===== config.mk =====
export PLATFORM = sky130hd
export DESIGN_NAME = vmicro16_cluster_cache_apb_flat
export DESIGN_NICKNAME = d
export VERILOG_FILES = /design/src/rtl/vmicro16_cluster_cache_apb_if.sv /design/src/rtl/vmicro16_cluster_cache_apb.sv /design/src/flat_wrapper.sv
export SDC_FILE = /design/constraint.sdc
export NUM_CORES = 2
export LEC_CHECK = 0
export ABC_AREA = 1
export CORE_UTILIZATION = 48
export CTS_CLUSTER_DIAMETER = 50
export DETAILED_ROUTE_END_ITERATION = 10
export SLEW_MARGIN = 10
export SYNTH_ARGS = -nofsm -noshare
export SYNTH_HDL_FRONTEND = slang
export SYNTH_SLANG_ARGS = --single-unit

===== constraint.sdc =====
create_clock -name clk -period 7.1 [get_ports clk]
set_clock_uncertainty 0.2 [all_clocks]
set_input_delay 1.42 -clock clk [delete_from_list [all_inputs] [get_ports clk]]
set_output_delay 1.42 -clock clk [all_outputs]
set_load 0.005 [all_outputs]

===== src/rtl/vmicro16_cluster_cache_apb_if.sv =====
// APB bus bundle used on both sides of the cluster cache.
// The slave modport faces the cluster interconnect and the master modport faces the SoC IC_DMEM path.
interface vmicro16_cluster_cache_apb_if #(
  parameter int BUS_WIDTH  = 16,
  parameter int DATA_WIDTH = 16
);
  logic [BUS_WIDTH-1:0]  paddr;
  logic                  pwrite;
  logic                  pselx;
  logic                  penable;
  logic [DATA_WIDTH-1:0] pwdata;
  logic [DATA_WIDTH-1:0] prdata;
  logic                  pready;

  modport master (
    output paddr, pwrite, pselx, penable, pwdata,
    input  prdata, pready
  );

  modport slave (
    input  paddr, pwrite, pselx, penable, pwdata,
    output prdata, pready
  );
endinterface


===== src/rtl/vmicro16_cluster_cache_apb.sv =====
// Direct-mapped, write-through cluster data cache: read hits answer with zero wait states, everything else becomes one APB transfer.
// Define VMICRO16_CLUSTER_CACHE_STATS_EN to build the saturating hit/miss counters; otherwise stat_* are tied to zero.
module vmicro16_cluster_cache_apb #(
  parameter int BUS_WIDTH   = 16,
  parameter int DATA_WIDTH  = 16,
  parameter int CACHE_WORDS = 64,
  parameter int NOCACHE_BIT = 15
) (
  input  logic                                clk,
  input  logic                                reset,
  vmicro16_cluster_cache_apb_if.slave         s_apb,
  vmicro16_cluster_cache_apb_if.master        m_apb,
  input  logic                                flush,
  output logic [15:0]                         stat_hits,
  output logic [15:0]                         stat_miss
);
  localparam int IDX_W = $clog2(CACHE_WORDS);
  localparam int TAG_W = BUS_WIDTH - IDX_W;

  typedef enum logic [2:0] {IDLE, LOOKUP, M_SETUP, M_ACCESS, RESP} state_t;

  state_t                state_q, state_d;
  logic [BUS_WIDTH-1:0]  addr_q;
  logic                  write_q;
  logic [DATA_WIDTH-1:0] wdata_q;
  logic [DATA_WIDTH-1:0] rdata_q;
  logic [CACHE_WORDS-1:0] valid_q;
  logic [TAG_W-1:0]      tag_mem  [CACHE_WORDS];
  logic [DATA_WIDTH-1:0] data_mem [CACHE_WORDS];

  logic [IDX_W-1:0] idx;
  logic [TAG_W-1:0] tag;
  logic cacheable, hit, read_hit, m_done, fill, write_update;
  logic start, count_hit, count_miss;

  assign idx          = addr_q[IDX_W-1:0];
  assign tag          = addr_q[BUS_WIDTH-1:IDX_W];
  assign cacheable    = ~addr_q[NOCACHE_BIT];
  assign hit          = cacheable & valid_q[idx] & (tag_mem[idx] == tag);
  assign read_hit     = hit & ~write_q;
  assign start        = (state_q == IDLE) & s_apb.pselx & ~s_apb.penable;
  assign m_done       = (state_q == M_ACCESS) & m_apb.pready;
  assign fill         = m_done & cacheable & ~write_q;
  assign write_update = m_done & write_q & hit;

  always_comb begin
    // NOTE: every signal written here gets a default first, so no path can infer a latch.
    state_d       = state_q;
    s_apb.pready  = 1'b0;
    s_apb.prdata  = '0;
    m_apb.pselx   = 1'b0;
    m_apb.penable = 1'b0;
    m_apb.paddr   = '0;
    m_apb.pwrite  = 1'b0;
    m_apb.pwdata  = '0;
    count_hit     = 1'b0;
    count_miss    = 1'b0;
    unique case (state_q)
      IDLE: if (start) state_d = LOOKUP;
      LOOKUP: begin
        if (read_hit) begin
          s_apb.pready = 1'b1;
          s_apb.prdata = data_mem[idx];
          count_hit    = 1'b1;
          state_d      = IDLE;
        end else begin
          count_miss = cacheable & ~write_q;
          state_d    = M_SETUP;
        end
      end
      M_SETUP, M_ACCESS: begin
        m_apb.pselx   = 1'b1;
        m_apb.penable = (state_q == M_ACCESS);
        m_apb.paddr   = addr_q;
        m_apb.pwrite  = write_q;
        m_apb.pwdata  = wdata_q;
        if (state_q == M_SETUP) state_d = M_ACCESS;
        else if (m_apb.pready)  state_d = RESP;
      end
      RESP: begin
        // A master that already abandoned the transfer gets no response.
        s_apb.pready = s_apb.pselx;
        s_apb.prdata = s_apb.pselx ? rdata_q : '0;
        state_d      = IDLE;
      end
      default: state_d = IDLE;
    endcase
  end

  always_ff @(posedge clk or negedge reset) begin
    if (!reset) begin
      // NOTE: state uses non-blocking assignments so every flop samples pre-edge values.
      state_q <= IDLE;
      addr_q  <= '0;
      write_q <= 1'b0;
      wdata_q <= '0;
      rdata_q <= '0;
      valid_q <= '0;
    end else begin
      state_q <= state_d;
      if (start) begin
        addr_q  <= s_apb.paddr;
        write_q <= s_apb.pwrite;
        wdata_q <= s_apb.pwdata;
      end
      if (m_done) rdata_q <= write_q ? '0 : m_apb.prdata;
      // Flush beats a coincident fill, leaving that line invalid.
      if (flush)     valid_q      <= '0;
      else if (fill) valid_q[idx] <= 1'b1;
    end
  end

  // NOTE: tag/data arrays are not reset; valid_q alone decides whether their contents mean anything.
  always_ff @(posedge clk) begin
    if (fill) begin
      tag_mem[idx]  <= tag;
      data_mem[idx] <= m_apb.prdata;
    end else if (write_update) begin
      data_mem[idx] <= wdata_q;
    end
  end

`ifdef VMICRO16_CLUSTER_CACHE_STATS_EN
  logic [15:0] hits_q, miss_q;

  always_ff @(posedge clk or negedge reset) begin
    if (!reset) begin
      hits_q <= '0;
      miss_q <= '0;
    end else if (flush) begin
      hits_q <= '0;
      miss_q <= '0;
    end else begin
      if (count_hit  && hits_q != 16'hFFFF) hits_q <= hits_q + 16'd1;
      if (count_miss && miss_q != 16'hFFFF) miss_q <= miss_q + 16'd1;
    end
  end

  assign stat_hits = hits_q;
  assign stat_miss = miss_q;
`else
  logic unused_stats;
  assign unused_stats = count_hit ^ count_miss;
  assign stat_hits    = 16'h0000;
  assign stat_miss    = 16'h0000;
`endif
endmodule


===== src/flat_wrapper.sv =====
// flat-port wrapper written by rule: the top's interface ports become plain ports
module vmicro16_cluster_cache_apb_flat 
#(
  parameter int BUS_WIDTH   = 16,
  parameter int DATA_WIDTH  = 16,
  parameter int CACHE_WORDS = 64,
  parameter int NOCACHE_BIT = 15
)
  (clk, reset, flush, stat_hits, stat_miss, s_apb_paddr, s_apb_pwrite, s_apb_pselx, s_apb_penable, s_apb_pwdata, s_apb_prdata, s_apb_pready, m_apb_paddr, m_apb_pwrite, m_apb_pselx, m_apb_penable, m_apb_pwdata, m_apb_prdata, m_apb_pready);
  vmicro16_cluster_cache_apb_if #(.BUS_WIDTH(BUS_WIDTH), .DATA_WIDTH(DATA_WIDTH)) s_apb_i ();
  vmicro16_cluster_cache_apb_if #(.BUS_WIDTH(BUS_WIDTH), .DATA_WIDTH(DATA_WIDTH)) m_apb_i ();
  input  logic clk;
  input  logic reset;
  input  logic flush;
  output logic [15:0] stat_hits;
  output logic [15:0] stat_miss;
  input wire logic [$bits(s_apb_i.paddr)-1:0] s_apb_paddr;
  input wire logic [$bits(s_apb_i.pwrite)-1:0] s_apb_pwrite;
  input wire logic [$bits(s_apb_i.pselx)-1:0] s_apb_pselx;
  input wire logic [$bits(s_apb_i.penable)-1:0] s_apb_penable;
  input wire logic [$bits(s_apb_i.pwdata)-1:0] s_apb_pwdata;
  output wire logic [$bits(s_apb_i.prdata)-1:0] s_apb_prdata;
  output wire logic [$bits(s_apb_i.pready)-1:0] s_apb_pready;
  output wire logic [$bits(m_apb_i.paddr)-1:0] m_apb_paddr;
  output wire logic [$bits(m_apb_i.pwrite)-1:0] m_apb_pwrite;
  output wire logic [$bits(m_apb_i.pselx)-1:0] m_apb_pselx;
  output wire logic [$bits(m_apb_i.penable)-1:0] m_apb_penable;
  output wire logic [$bits(m_apb_i.pwdata)-1:0] m_apb_pwdata;
  input wire logic [$bits(m_apb_i.prdata)-1:0] m_apb_prdata;
  input wire logic [$bits(m_apb_i.pready)-1:0] m_apb_pready;
  assign s_apb_i.paddr = s_apb_paddr;
  assign s_apb_i.pwrite = s_apb_pwrite;
  assign s_apb_i.pselx = s_apb_pselx;
  assign s_apb_i.penable = s_apb_penable;
  assign s_apb_i.pwdata = s_apb_pwdata;
  assign s_apb_prdata = s_apb_i.prdata;
  assign s_apb_pready = s_apb_i.pready;
  assign m_apb_paddr = m_apb_i.paddr;
  assign m_apb_pwrite = m_apb_i.pwrite;
  assign m_apb_pselx = m_apb_i.pselx;
  assign m_apb_penable = m_apb_i.penable;
  assign m_apb_pwdata = m_apb_i.pwdata;
  assign m_apb_i.prdata = m_apb_prdata;
  assign m_apb_i.pready = m_apb_pready;
  vmicro16_cluster_cache_apb #(.BUS_WIDTH(BUS_WIDTH), .DATA_WIDTH(DATA_WIDTH), .CACHE_WORDS(CACHE_WORDS), .NOCACHE_BIT(NOCACHE_BIT)) u_core (.clk(clk), .reset(reset), .s_apb(s_apb_i), .m_apb(m_apb_i), .flush(flush), .stat_hits(stat_hits), .stat_miss(stat_miss));
endmodule

### Word level (Yosys, flattened, before mapping)

Memories as Yosys holds them, arrays and structs flattened.
Cells that the tools add are included.

* flip-flop bits (word level): 116
* bits in writable memories: 1664
* output and inout bits: 84
* word-level logic and storage cells: 65
* memories kept: 2

* magnitude comparators: 2
* eq/ne operators: 7
* mux-type cells: 28
* bitwise operators: 15
* reduce and logical (&&, ||, !) cells: 5

Memory list
* u_core.data_mem: words 64, width 16, rd ports 1, clocked after Yosys merged registers in 0, wr ports 1, line vmicro16_cluster_cache_apb.sv:29 `logic [DATA_WIDTH-1:0] data_mem [CACHE_WORDS];`
* u_core.tag_mem: words 64, width 10, rd ports 1, clocked after Yosys merged registers in 0, wr ports 1, line vmicro16_cluster_cache_apb.sv:28 `logic [TAG_W-1:0] tag_mem [CACHE_WORDS];`

Operator list (number)
* $mux 64: 2
* $mux 16: 6
* $or 64x64->64: 1
* $pmux 16 s2: 1
* $mux 1: 11
* $and 1x1->1: 10
* $eq 10x10->1: 1
* $mux 3: 3
* $pmux 3 s3: 1
* $lt 6x7->1 const B: 1
* $bmux 1 s6: 1
* $demux 1 s6: 1
* $eq 3x2->1 const B: 2
* $ge 6x1->1 const B: 1
* $eq 3x1->1 const B: 1
* $eq 3x3->1 const B: 1
* $logic_not 3->1: 1
* $ne 3x2->1 const B: 1
* $not 1->1: 3
* $mux 2: 1
* $ne 2x1->1 const B: 1
* $pmux 1 s2: 1
* $reduce_and 2->1: 1
* $reduce_bool 2->1: 1
* other kinds (3): 3

### Longest topological paths before layout

* depth in word-level cells: 9
* depth in mapped cells: 24

### Least setup slack after synthesis

Ideal clock, no wire load.

* kind: register to register
* from: register u_core.addr_q[0]
* to: memory u_core.data_mem[0][10] (data pin)
* arrival: 3.775 ns
* data required time: 6.382 ns
* path slack: 2.607 ns
* stages on the path, launching flop included: 19
* path buffers: 5
* cell sequence: dfrtp_1 -> buf_6 -> buf_6 -> buf_6 -> buf_2 -> o211ai_1 -> nand2_1 -> o21ai_1 -> nand2_1 -> nor2_1 -> nand2_1 -> nand2_1 -> nand2_1 -> nor2_1 -> nand2_1 -> nor2_2 -> nand3_2 -> clkbuf_1 -> o21ai_1

* longest elaborated chain between the ends: 9
* elaborated cells between the ends (all ways): 11

RTL lines
* from (decl): line vmicro16_cluster_cache_apb.sv:23 `logic [BUS_WIDTH-1:0] addr_q;`
* from (signal assigned): line vmicro16_cluster_cache_apb.sv:102 `addr_q <= s_apb.paddr;`
* branches (longest 3 deep; another with $mem_v2 64x10)
* $and 1x1->1 (*): line vmicro16_cluster_cache_apb.sv:39 `assign hit = cacheable & valid_q[idx] & (tag_mem[idx] == tag);`
* $and 1x1->1 (*): line vmicro16_cluster_cache_apb.sv:44 `assign write_update = m_done & write_q & hit;`
* $mux 1 (*): line vmicro16_cluster_cache_apb.sv:118 `end else if (write_update) begin`
* $mux 1 (*): line vmicro16_cluster_cache_apb.sv:115 `if (fill) begin`
* $mux 1 (implied by the code) (*): line vmicro16_cluster_cache_apb.sv:119 `data_mem[idx] <= wdata_q;`
* $mux 16 (no source line) (*)
* to (decl): line vmicro16_cluster_cache_apb.sv:29

Mark *: on every way between the ends. The select of a mux whose other input is x is not followed.

### Worst setup path in the final report

* from: register u_core.addr_q[2]
* to: output s_apb_prdata[8]

* longest elaborated chain between the ends: 7
* elaborated cells between the ends (all ways): 10

RTL lines
* branches (longest 5 deep; another with $mem_v2 64x10)
* $mux 16 (*): line vmicro16_cluster_cache_apb.sv:61 `if (read_hit) begin`
* $pmux 16 s2 (*): line vmicro16_cluster_cache_apb.sv:58 `unique case (state_q)`
* to (decl): line flat_wrapper.sv:22 `output wire logic [$bits(s_apb_i.prdata)-1:0] s_apb_prdata;`

Marks and branches as above.

==> impl_metrics.tcl <==
set metrics [dict create \
    ys_async_sr_fraction_pct 6.52 \
    synth-edff-count 1664 \
    post-place-ws_ps 262 \
    htreeDepth 4 \
    power_uw 30800 \
    routed_wl_um 206000 \
    grt_pass1_vias 43200 \
    pwr_density_cell_nw_per_um2 379 \
    core_um2 146000 \
    cts_buffer_depth 3 \
    root_buffer "clkbuf_16" \
    clock.fmax_mhz 142 \
    ys_top_cells_by_count "1664 x edfxtp_1, 1155 x nand2_1, 644 x nor2_1" \
    syn_to_final_growth_pct 14.7 \
    start_kind "register" \
    yosys.area.top_type "edfxtp_1" \
    portBuffers 106 \
    first_pass_iters 6 \
    synth_top_area_share_pct 70.4 \
    p_leak_uw 0.0296 \
    cts-buffers-inserted 185 \
    drc 0 \
    status "finished clean" \
    whs_ps 295 \
    drive_gt1_share_pct 12.3 \
    ys_seq_area_share_pct 74.5 \
    critPathMaxFanout 34 \
    die_area_um2 149000 \
    die_h_um 386 \
    cp-end-kind "output port" \
    holdBufCountCts 0 \
    drt-vias-per-instance 5.70 \
    fp-row-count 140 \
    ys.flop_type "edfxtp_1" \
    die_x_um 386 \
    antenna_found_initial 1 \
    final_nets 5889 \
    post_cts_buffers 0 \
    ir_drop_uv 298 \
    grt_pass1_wl_um 299000 \
    cap_viol_max_count 0 \
    fin_setup_tns_ps 0 \
    max_slew_margin_pct 19.0 \
    crit_chain "inv_4 > buf_4 > nor2_4 > buf_4 > nand2_4 > buf_12 > buf_4 > o22ai_1 > o31ai_1 > nand4_1 > nor2_1 > nand4_1 > nand2_1 > clkdlybuf4s50_1" \
    dp_hpwl_um 122000 \
    setup_violations 0 \
    slew_violations 0 \
    synth.most_common_cell "edfxtp_1" \
    arrival_ps 5420 \
    wl_per_cell_um 26.1 \
    grt-ovfl-total 0 \
    drtIter0Drc 5067 \
    tightest_slew_ps 1210 \
    ys_seq_elements 1780 \
    cts_tree "yes" \
    diodes 0 \
    clk_latency_ps 810 \
    critPathKind "reg -> out" \
    hold_violations 0 \
    vias 45100 \
    io-pin-count 139 \
    min_path_type "reg -> reg" \
    gp_congestion 0.875 \
    period_needed_ps 7040 \
    synth_cells 5600 \
    fillers 12000 \
    setup_ws_ps 59.5 \
    start_util_pct 48.6 \
    grt_max_degree 180 \
    track_usage_pct 27.3 \
    rsz0062_at_grt "no" \
    cpMostUsedCell "buf_4" \
    syn_area_um2 70900 \
    synth_area_leaders "edfxtp_1 70%, nand2_1 6.1%, dfrtp_1 4.1%" \
    clk_pin_slew_ps 60 \
    synth.distinct_cells 44 \
    cts_sinks 1780 \
    crit_required_ps 5480 \
    ant_nets 0 \
    yosysWarnings 0 \
    slowest_stage "o31ai_1" \
    avgSynthCellArea_um2 12.7 \
    slowest_delay_ps 610 \
    finalCritPeriodShare_pct 99.2 \
]
-- per-stage QoR --
stage                     cells  area (µm²)  utilization [%]
after global placement     7563       75400             51.6
after floorplan            5631       71100                -
after global routing       7909       81400             55.7
final                      7909       81400             55.7
after CTS                  7908       81300             55.7
after detailed placement   7563       75400             51.6
-- worst max-delay path: cells and delay by family (launching register included) --
kind,cells,cell delay [ps]
buf+inv,6,1780
compound gates,2,700
flops,1,470
simple gates,6,1600
-- layer usage --
metal	GRT usage [%]	share of wire (%)	vias up
met5	0	0.0078	-
li1	-	-	20200
met2	44.1	48	2046
met4	11.2	4.2	2
met1	37.2	40	22500
met3	4.13	7.9	378
-- state kept, by name, summed over array words and instances, names as in the netlist --
| register | flops |
|---|---|
| u_core.write_q | 1 |
| u_core.data_mem | 1024 |
| u_core.state_q | 3 |
| u_core.tag_mem | 640 |
| u_core.wdata_q | 16 |
| u_core.rdata_q | 16 |
| u_core.addr_q | 16 |
| u_core.valid_q | 64 |
-- where the power goes --
| group | total (µW) | leakage (µW) | internal, µW | switching, µW |
|---|---|---|---|---|
| combinational | 8840 | 0.0102 | 2450 | 6390 |
| clock | 9510 | 0.00290 | 5430 | 4080 |
| sequential | 12500 | 0.0165 | 12200 | 270 |
| total | 30800 | 0.0296 | 20100 | 10700 |
-- worst paths after layout --
check                                                     from                               end  slack [ps]  cells past startpoint
worst max-delay path              u_core.addr_q[2]$_DFFE_PN0P_                   s_apb_prdata[8]          60                     14
worst min-delay path            u_core.valid_q[44]$_DFFE_PN0P_    u_core.valid_q[44]$_DFFE_PN0P_         300                      2
worst max register to register    u_core.addr_q[1]$_DFFE_PN0P_  u_core.data_mem[27][1]$_DFFE_PP_        1390                     18
worst min register to register  u_core.valid_q[44]$_DFFE_PN0P_    u_core.valid_q[44]$_DFFE_PN0P_         300                      2
max in group asynchronous                                reset      u_core.addr_q[1]$_DFFE_PN0P_        4990                      2
min in group asynchronous                                reset    u_core.wdata_q[13]$_DFFE_PN0P_         440                      1
-- cell type report --
cell class                      count  area [µm²]  area share (%)
Sequential cell                  1780       52900            65.0
Multi-Input combinational cell   3106       15300            18.9
Clock buffer                      241        4970            6.11
Timing Repair Buffer              345        3190            3.92
Tap cell                         1917        2400            2.95
Inverter                          416        1590            1.95
Clock inverter                    104         977            1.20
-- what timing repair did --
action / 4_1_cts / 5_1_grt
pin swaps: 2 / 3
gates resized for setup: 5 / 3
endpoints found under the setup margin: 7 / 3
cloned: 0 / 1
-- cell usage in the layout, fill, tap and decap left out, types with 8 or more instances in the layout --
| cell | n |
|---|---|
| a21oi_1 | 39 |
| o22ai_1 | 298 |
| o211ai_1 | 95 |
| conb_1 | 32 |
| bufinv_16 | 13 |
| edfxtp_1 | 1664 |
| dfrtp_2 | 10 |
| o22a_1 | 55 |
| nand2_1 | 1147 |
| clkbuf_1 | 46 |
| o221ai_1 | 18 |
| or2_1 | 20 |
| o21ai_0 | 228 |
| o31ai_1 | 22 |
| o21ai_1 | 47 |
| nand4_1 | 60 |
| clkbuf_16 | 188 |
| nand3_1 | 134 |
| nor2_1 | 637 |
| or2_2 | 91 |
| nand3b_1 | 11 |
| buf_12 | 26 |
| nor3_4 | 8 |
| nor3_1 | 12 |
| clkdlybuf4s50_1 | 104 |
| nor2_2 | 9 |
| o2111ai_1 | 9 |
| clkinv_2 | 32 |
| a21oi_2 | 28 |
| a22o_1 | 17 |
| o21ai_4 | 16 |
| dfrtp_1 | 104 |
| buf_4 | 210 |
| a21boi_2 | 36 |
| inv_1 | 402 |
| clkinv_1 | 38 |
-- logic make-up after synthesis --
kind of cell	after synthesis	share of synthesized area, %
AND/OR/NAND/NOR	2150	12.5
flip-flops	1780	74.5
AO/OA/AOI/OAI	923	8.35
buffers and inverters	746	4.62
other	1	0.00529
Power figures use the tool's default switching activity.
